**src/rtl/frame_composer.sv**
```systemverilog
// Per-frame aux shadow fetch plus registered char/figure/background pixel composer.
// Optional blink support is compiled in with `define FRAME_COMPOSER_BLINK_EN.
module frame_composer #(
  parameter int WIDTH             = 640,
  parameter int HEIGHT            = 480,
  parameter int WIDTH_BITS        = 10,
  parameter int HEIGHT_BITS       = 10,
  parameter int DATA_WIDTH        = 16,
  parameter int AUX_ADDRESS_WIDTH = 5,
  parameter int AUX_ELEMENTS      = 8,
  parameter int COLOR_BITS        = 4
) (
  input  logic                         clock_in,
  input  logic                         reset_in,
  input  logic [WIDTH_BITS-1:0]        pixel_x_in,
  input  logic [HEIGHT_BITS-1:0]       pixel_y_in,
  input  logic                         video_on_in,
  input  logic                         v_sync_in,
  input  logic                         char_bit_in,
  input  logic                         figure_bit_in,
  input  logic [DATA_WIDTH-1:0]        aux_data_in,
  output logic [AUX_ADDRESS_WIDTH-1:0] aux_raddress_out,
  output logic                         bit_value_out,
  output logic                         video_on_out,
  output logic                         frame_done_out,
  output logic [COLOR_BITS-1:0]        pixel_red_out,
  output logic [COLOR_BITS-1:0]        pixel_green_out,
  output logic [COLOR_BITS-1:0]        pixel_blue_out
);
  localparam int CW = 3 * COLOR_BITS;
  localparam logic [AUX_ADDRESS_WIDTH-1:0] LAST_ADDR = AUX_ADDRESS_WIDTH'(AUX_ELEMENTS - 1);

  typedef enum logic [1:0] {IDLE, FETCH, LAST, COMMIT} state_t;

  function automatic logic [DATA_WIDTH-1:0] word_default(input int k);
    case (k)
      0:       word_default = DATA_WIDTH'(12'hFFF);
      2:       word_default = DATA_WIDTH'(12'h0F0);
      3:       word_default = DATA_WIDTH'(16'h0003);
      default: word_default = '0;
    endcase
  endfunction

  state_t                       state_q, state_d;
  logic [AUX_ADDRESS_WIDTH-1:0] addr_q, addr_d;
  logic                         vsync_prev_q, vsync_prev_d;
  logic [DATA_WIDTH-1:0]        staging_q [AUX_ELEMENTS];
  logic [DATA_WIDTH-1:0]        staging_d [AUX_ELEMENTS];
  logic [DATA_WIDTH-1:0]        active_q  [AUX_ELEMENTS];
  logic [DATA_WIDTH-1:0]        active_d  [AUX_ELEMENTS];
  logic [CW-1:0]                rgb_q, rgb_d;
  logic                         video_on_q, video_on_d;
  logic                         vsync_fall;
  logic                         char_hide;
  logic                         unused_bits;
`ifdef FRAME_COMPOSER_BLINK_EN
  logic [5:0]                   blink_cnt_q, blink_cnt_d;
`endif

  assign vsync_fall   = vsync_prev_q & ~v_sync_in;
  assign vsync_prev_d = v_sync_in;

  always_comb begin
    state_d  = state_q;
    addr_d   = addr_q;
    staging_d = staging_q;
    active_d  = active_q;
`ifdef FRAME_COMPOSER_BLINK_EN
    blink_cnt_d = blink_cnt_q;
`endif
    case (state_q)
      IDLE: begin
        if (vsync_fall) begin
          state_d = FETCH;
          addr_d  = '0;
        end
      end
      FETCH: begin
        // Read data lags the address by one cycle, so word k lands while address k+1 is out.
        for (int k = 0; k < AUX_ELEMENTS - 1; k++) begin
          if (addr_q == AUX_ADDRESS_WIDTH'(k + 1)) staging_d[k] = aux_data_in;
        end
        if (addr_q == LAST_ADDR) state_d = LAST;
        else                     addr_d  = addr_q + 1'b1;
      end
      LAST: begin
        staging_d[AUX_ELEMENTS-1] = aux_data_in;
        state_d = COMMIT;
        addr_d  = '0;
      end
      COMMIT: begin
        active_d = staging_q;
        state_d  = IDLE;
`ifdef FRAME_COMPOSER_BLINK_EN
        blink_cnt_d = blink_cnt_q + 6'd1;
`endif
      end
      default: state_d = IDLE;
    endcase
  end

`ifdef FRAME_COMPOSER_BLINK_EN
  assign char_hide = active_q[3][4] & blink_cnt_q[5];
`else
  assign char_hide = 1'b0;
`endif

  always_comb begin
    logic [CW-1:0] fg_eff, bg_eff;
    fg_eff     = active_q[3][2] ? active_q[1][CW-1:0] : active_q[0][CW-1:0];
    bg_eff     = active_q[3][2] ? active_q[0][CW-1:0] : active_q[1][CW-1:0];
    video_on_d = video_on_in;
    rgb_d      = '0;
    if (video_on_in) begin
      if (active_q[3][0] && char_bit_in)        rgb_d = char_hide ? bg_eff : fg_eff;
      else if (active_q[3][1] && figure_bit_in) rgb_d = active_q[2][CW-1:0];
      else                                      rgb_d = bg_eff;
    end
  end

  always_ff @(posedge clock_in) begin
    if (reset_in) begin
      state_q      <= IDLE;
      addr_q       <= '0;
      vsync_prev_q <= 1'b1;
      rgb_q        <= '0;
      video_on_q   <= 1'b0;
      for (int k = 0; k < AUX_ELEMENTS; k++) begin
        staging_q[k] <= word_default(k);
        active_q[k]  <= word_default(k);
      end
`ifdef FRAME_COMPOSER_BLINK_EN
      blink_cnt_q  <= '0;
`endif
    end else begin
      state_q      <= state_d;
      addr_q       <= addr_d;
      vsync_prev_q <= vsync_prev_d;
      rgb_q        <= rgb_d;
      video_on_q   <= video_on_d;
      staging_q    <= staging_d;
      active_q     <= active_d;
`ifdef FRAME_COMPOSER_BLINK_EN
      blink_cnt_q  <= blink_cnt_d;
`endif
    end
  end

  // Reserved words, high colour-word bits and pixel coordinates feed no logic.
  always_comb begin
    unused_bits = ^pixel_x_in ^ ^pixel_y_in;
    for (int k = 0; k < AUX_ELEMENTS; k++) unused_bits = unused_bits ^ (^active_q[k]);
  end

  assign aux_raddress_out = addr_q;
  assign bit_value_out    = active_q[3][3];
  assign video_on_out     = video_on_q;
  assign frame_done_out   = (state_q == COMMIT);
  assign pixel_red_out    = rgb_q[CW-1:2*COLOR_BITS];
  assign pixel_green_out  = rgb_q[2*COLOR_BITS-1:COLOR_BITS];
  assign pixel_blue_out   = rgb_q[COLOR_BITS-1:0];

endmodule

```
**config.mk**
```make
export PLATFORM = sky130hd
export DESIGN_NAME = frame_composer
export DESIGN_NICKNAME = d
export VERILOG_FILES = /design/src/rtl/frame_composer.sv
export SDC_FILE = /design/constraint.sdc
export NUM_CORES = 1
export LEC_CHECK = 0
export CELL_PAD_IN_SITES_DETAIL_PLACEMENT = 1
export CELL_PAD_IN_SITES_GLOBAL_PLACEMENT = 1
export CORE_MARGIN = 2
export CORE_UTILIZATION = 44
export DETAILED_ROUTE_END_ITERATION = 8
export PLACE_DENSITY_LB_ADDON = 0.1
export SLEW_MARGIN = 10
export SYNTH_ARGS = -nofsm -noshare
export SYNTH_HDL_FRONTEND = slang
export SYNTH_SLANG_ARGS = --single-unit
```
**constraint.sdc**
```tcl
create_clock -name clock_in -period 4.1 [get_ports clock_in]
set_input_delay 1.025 -clock clock_in [delete_from_list [all_inputs] [get_ports clock_in]]
set_output_delay 1.025 -clock clock_in [all_outputs]
set_load 0.01 [all_outputs]
```
# After elaboration in Yosys (flattened, before gate mapping)
# Index checks and enable logic that the tools add are counted.
# Widths: inputs -> output; s select.
totals:
  latchBits: 0
  romBits: 0
  output_inout_bits: 20
  mem_count: 0
  ramBits: 0
  input_bits: 42
  wordCells: 49
  ff_bits: 101
op_classes:
  n_lt_le_gt_ge: 0
  multipliers: 0
  n_reduce_logical: 11
  div_mod_pow: 0
  n_eq_ne: 11
  mux: 10
  n_addsub: 1
  n_bitwise: 3
  shifts: 0
op_table:
  columns: ["operator", "n"]
  rows:
  - ["$mux 12", 4]
  - ["$pmux 5 s3", 1]
  - ["$eq 5x2->1 const B", 2]
  - ["$eq 5x3->1 const B", 2]
  - ["$mux 5", 2]
  - ["$reduce_and 2->1", 5]
  - ["$pmux 2 s4", 1]
  - ["$ne 2x2->1 const B", 3]
  - ["$add 5x1->5 const B", 1]
  - ["$eq 5x1->1 const B", 1]
  - ["$eq 2x2->1 const B", 2]
  - ["$mux 2", 2]
  - ["$reduce_and 3->1", 1]
  - ["$reduce_bool 3->1", 1]
  - ["$eq 2x1->1 const B", 1]
  - ["$logic_and 1x1->1", 2]
  - ["$logic_not 2->1", 1]
  - ["$not 1->1", 2]
  - ["$reduce_or 2->1", 1]
  - ["$and 1x1->1", 1]

# Longest topological paths before layout
logic_depth:
  word_depth: 4
  depth_mapped: 8
  mapped_depth_nobuf: 6

# Least setup slack after synthesis
# No wires, ideal clock.
synth_path:
  kind: "in2reg"
  startpoint: "input port reset_in"
  endpoint: "register active_q[112] in the netlist's numbering"
  required_time_ns: 3.971
  path_stages: 5
  path_slack_ns: 2.092
  setup_ns: 0.129
  n_path_buf: 3
  t_arrival_ns: 1.879
  cell_sequence: "clkbuf_1 -> inv_1 -> clkbuf_1 -> buf_1 -> nand2_1"
synth_lines:
  columns: ["item", "line", "source"]
  rows:
  - ["from (decl)", "14", "input logic reset_in,"]
  - ["to (signal, indexed assignment)", "130", "active_q[k] <= word_default(k);"]
  - ["to (signal assigned)", "142", "active_q <= active_d;"]
  - ["to (decl)", "49", "logic [DATA_WIDTH-1:0] active_q [AUX_ELEMENTS];"]
# No word-level cell between the ends.

# Worst setup path in the final report
layout_path:
  startpoint: "register addr_q[2] (netlist: aux_raddress_out[2])"
  endpoint: "output port aux_raddress_out[2]"
layout_lines:
  columns: ["item", "line", "source"]
  rows:
  - ["from (decl)", "45", "logic [AUX_ADDRESS_WIDTH-1:0] addr_q, addr_d;"]
  - ["from (signal assigned)", "137", "addr_q <= addr_d;"]
  - ["to (decl)", "22", "output logic [AUX_ADDRESS_WIDTH-1:0] aux_raddress_out,"]
# No word-level cell between the ends.

==> results.md <==
- Status: complete, no violations
- Hold EP: staging_q[82]$_SDFFE_PP0P_
- Initial antenna violation count: 0
- Fraction of layout instances using a drive strength above 1: 6.41%
- Switching share of total power: between 20 and 30%
- Metal-1 WL: 4820 um
- Clock Path Buffers: 2
- Seq cells post-synth: 101
- Via count: 3216
- PwrDens: between 400 and 500 nW/um^2
- Ys Warns: 0
- Avg Synthesized Cell Area: 9.18 um^2
- HPWL Detailed: 6470 um
- Crit end category: output port
- Mapped Nets: between 400 and 500
- Worst reg2reg path depth: 7
- Port Buf Inserts: 37
- # diodes: 0
- Clk pwr share: 32.4%
- Met3 WL: just over 300 um
- Total of max-cap violations: 0
- P_int: 1.52 mW
- Final Skew: ~8.4 ps
- Critical path class: flop to output port
- Final hold violation count: 0
- Gr usage total: between 20 and 25%
- # DRC: 0
- Vias in the first global route: 3291
- Final Hold Slack: ~460 ps
- Max VDD drop: between 0.3 and 0.4 mV
- WL met2: 5100 um
- First-pass GRT wire length: 17000 um
- Hold Path Origin: staging_q[82]$_SDFFE_PP0P_
- Dominant cells by area after synthesis: dfxtp_1 50%, mux2i_1 11%, nand2_1 8.0%, nand3_1 3.9%, ha_1 2.8%
- Hold Path Depth: 2
- Clock sink count: approximately 100
- DIE HEIGHT: 100 um
- Top cell type's share of synthesized area: 49.8%
- Pwr Total: roughly 2.1 mW
- Required time worst endpoint: 3070 ps
- Cell leakage power: between 1.5 and 2 nW
- CTS Hold Bufs: 0
- Highest Clock Rate: 389 MHz
- Netlist cell types: 42
- Post-cts resize count: 0
- TritonCTS clock tree: yes
- Slowest stage delay, CP: 620 ps
- Post-Layout Cell Count: ~580
- Setup TNS: 0 ps
- Clock-pin slew on the worst setup and hold paths: around 90 ps
- Number of flops mapped to enable cells by yosys: 0
- Count leader, synth: dfxtp_1
- Reg-to-Reg End: staging_q[89]$_SDFFE_PP0P_
- First-pass DRT Iterations: 4
- DIE AREA: 10000 um^2
- WL per Instance: 17.9 um
- Cells after synthesis: between 400 and 500
- CP top delay family: buffers and inverters
- Final max-slew violation count: 0
- Final Core Density: 51.4%
- Depth of the CTS H-tree: 3
- Gpl congestion: 0.723
- Crit-path max FO: 10
- Core region area: 9110 um^2
- Crit share post-route: 62.7%
- CTS Buf Count: 9
- Num rows: 35
- Switching Power: 0.598 mW
- Seq pwr share: 49.3%
- CTS root buf: clkbuf_8
- CP cell instances: clkdlybuf4s50_1
- Die X-Extent: 100 um
- Seq/Total Area, Yosys: 49.8%
- RSZ-0062 raised after global routing: no
- Post-layout min period: 2570 ps
- Commonest cells in the synthesized netlist: 101 x dfxtp_1, 86 x nand2_1, 45 x mux2i_1, 32 x nand3_1, 30 x nor2_1
- FFs w/ async S/R, synth: 0%
- Largest net degree at the start of global routing: 55
- HP Class: flop to flop
- Slew HR: 35.3%
- Cell taking the most area after synthesis: dfxtp_1
- GRT overflow: 0
- R2r setup slk: 1880 ps
- Slowest CP cell: clkdlybuf4s50_1
- Worst Path Buf+Inv: 1
- Initial core utilization: 44.5%
- Critical path data arrival time: 1540 ps
- Routed vias/inst: 5.55
- Synth Flop Type: dfxtp_1
- Clk_lat worst skew: 360 ps
- Final WL: 10400 um
- Area Overhead vs Synth: 15.3%
- Remaining antenna violation count after routing: 0
- R2r startpoint: state_q[1]$_SDFFE_PP0P_
- Inst Count DP: 564
- Combinational share of power: 18.3%
- Area of the mapped netlist: 4060 um^2
- Setup repair bufs after CTS: 0
- Startpoint Class: flop
- Final setup viols: 0
- Boundary Pins: 62
- Final net count: 515
- DR top layer: met4
- Measured slew at the worst slew-check pin: 970 ps
- Iter 0 DRT Violations: 85
## worst max-delay path by stage
stage,start,endpoint,slack (ps),cells after the start
global placement,figure_bit_in,rgb_q[4]$_SDFF_PP0_,1320,6
detailed placement,figure_bit_in,rgb_q[4]$_SDFF_PP0_,1270,6
global route,aux_raddress_out[2]$_SDFFE_PP0P_,aux_raddress_out[2],1460,1
finish,aux_raddress_out[2]$_SDFFE_PP0P_,aux_raddress_out[2],1530,1
floorplan,reset_in,active_q[112]$_SDFFE_PP1P_,2090,5
CTS,aux_raddress_out[2]$_SDFFE_PP0P_,aux_raddress_out[2],1510,1
## metal layers
metal | track usage (%) | vias up
li1 | - | 1582
met4 | 6.43 | 0
met5 | 0 | -
met3 | 3.83 | 14
met1 | 28.0 | 1565
met2 | 37.8 | 55
## cell families (layout without fill, tap and decap cells)
logic type / count (synthesis) / after routing / share of synthesized area (%)
compound gates: 79 / 79 / 13.4
fa+ha+maj: 9 / 9 / 2.78
mux: 47 / 47 / 11.7
simple gates: 163 / 163 / 17.6
flops: 101 / 101 / 49.8
buf+inv: 43 / 69 / 4.75
## power groups by stage
stage	clock network, mW	logic, mW	registers (mW)
floorplan	0	0.263	1.06
global placement	0	0.380	1.06
finish	0.685	0.388	1.04
global route	0.738	0.435	1.05
detailed placement	0	0.391	1.07
CTS	0.703	0.393	1.04
## metrics by stage
stage,setup WS [ps],cell area (um^2)
global route,1460,4680
global placement,1320,4470
CTS,1510,4680
floorplan,2090,4060
detailed placement,1270,4470
finish,1530,4680
## worst register-to-register path, stage by stage, from the launching register on
cell and delay, ps:
dfxtp_1 350, inv_1 110, ha_1 330, nor4b_4 240, buf_4 280, nand2_1 460
nand2_1 230, a21oi_1 90
## registers in the layout, indices dropped and copies added, names as in the netlist
name              flops
aux_raddress_out      5
staging_q            40
state_q               2
video_on_out          1
vsync_prev_q          1
rgb_q                12
bit_value_out         1
active_q             39
## cell type report
class | instances | area (um^2)
multi-input combinational | 298 | 1850
timing repair buffer | 45 | 425
sequential | 101 | 2020
fill | 1052 | 4430
clock inverter | 5 | 85.1
tap | 111 | 139
clock buffer | 10 | 128
inverter | 9 | 33.8
## placed cells by master (no fill, tap or decap), types with 3 or more instances in the layout
master | Yosys | final
buf_4 | 1 | 8
o21ai_0 | 12 | 12
o22ai_1 | 11 | 11
clkdlybuf4s50_1 | 0 | 36
ha_1 | 9 | 8
o221ai_1 | 11 | 11
nand2_1 | 86 | 86
a211oi_1 | 3 | 3
o211a_1 | 11 | 11
mux2i_1 | 45 | 45
nor2_1 | 30 | 30
clkbuf_8 | 0 | 9
inv_1 | 9 | 9
dfxtp_1 | 101 | 101
nand3_1 | 32 | 32
a21oi_1 | 21 | 21
No activity file was read; power rests on OpenSTA's default activity.
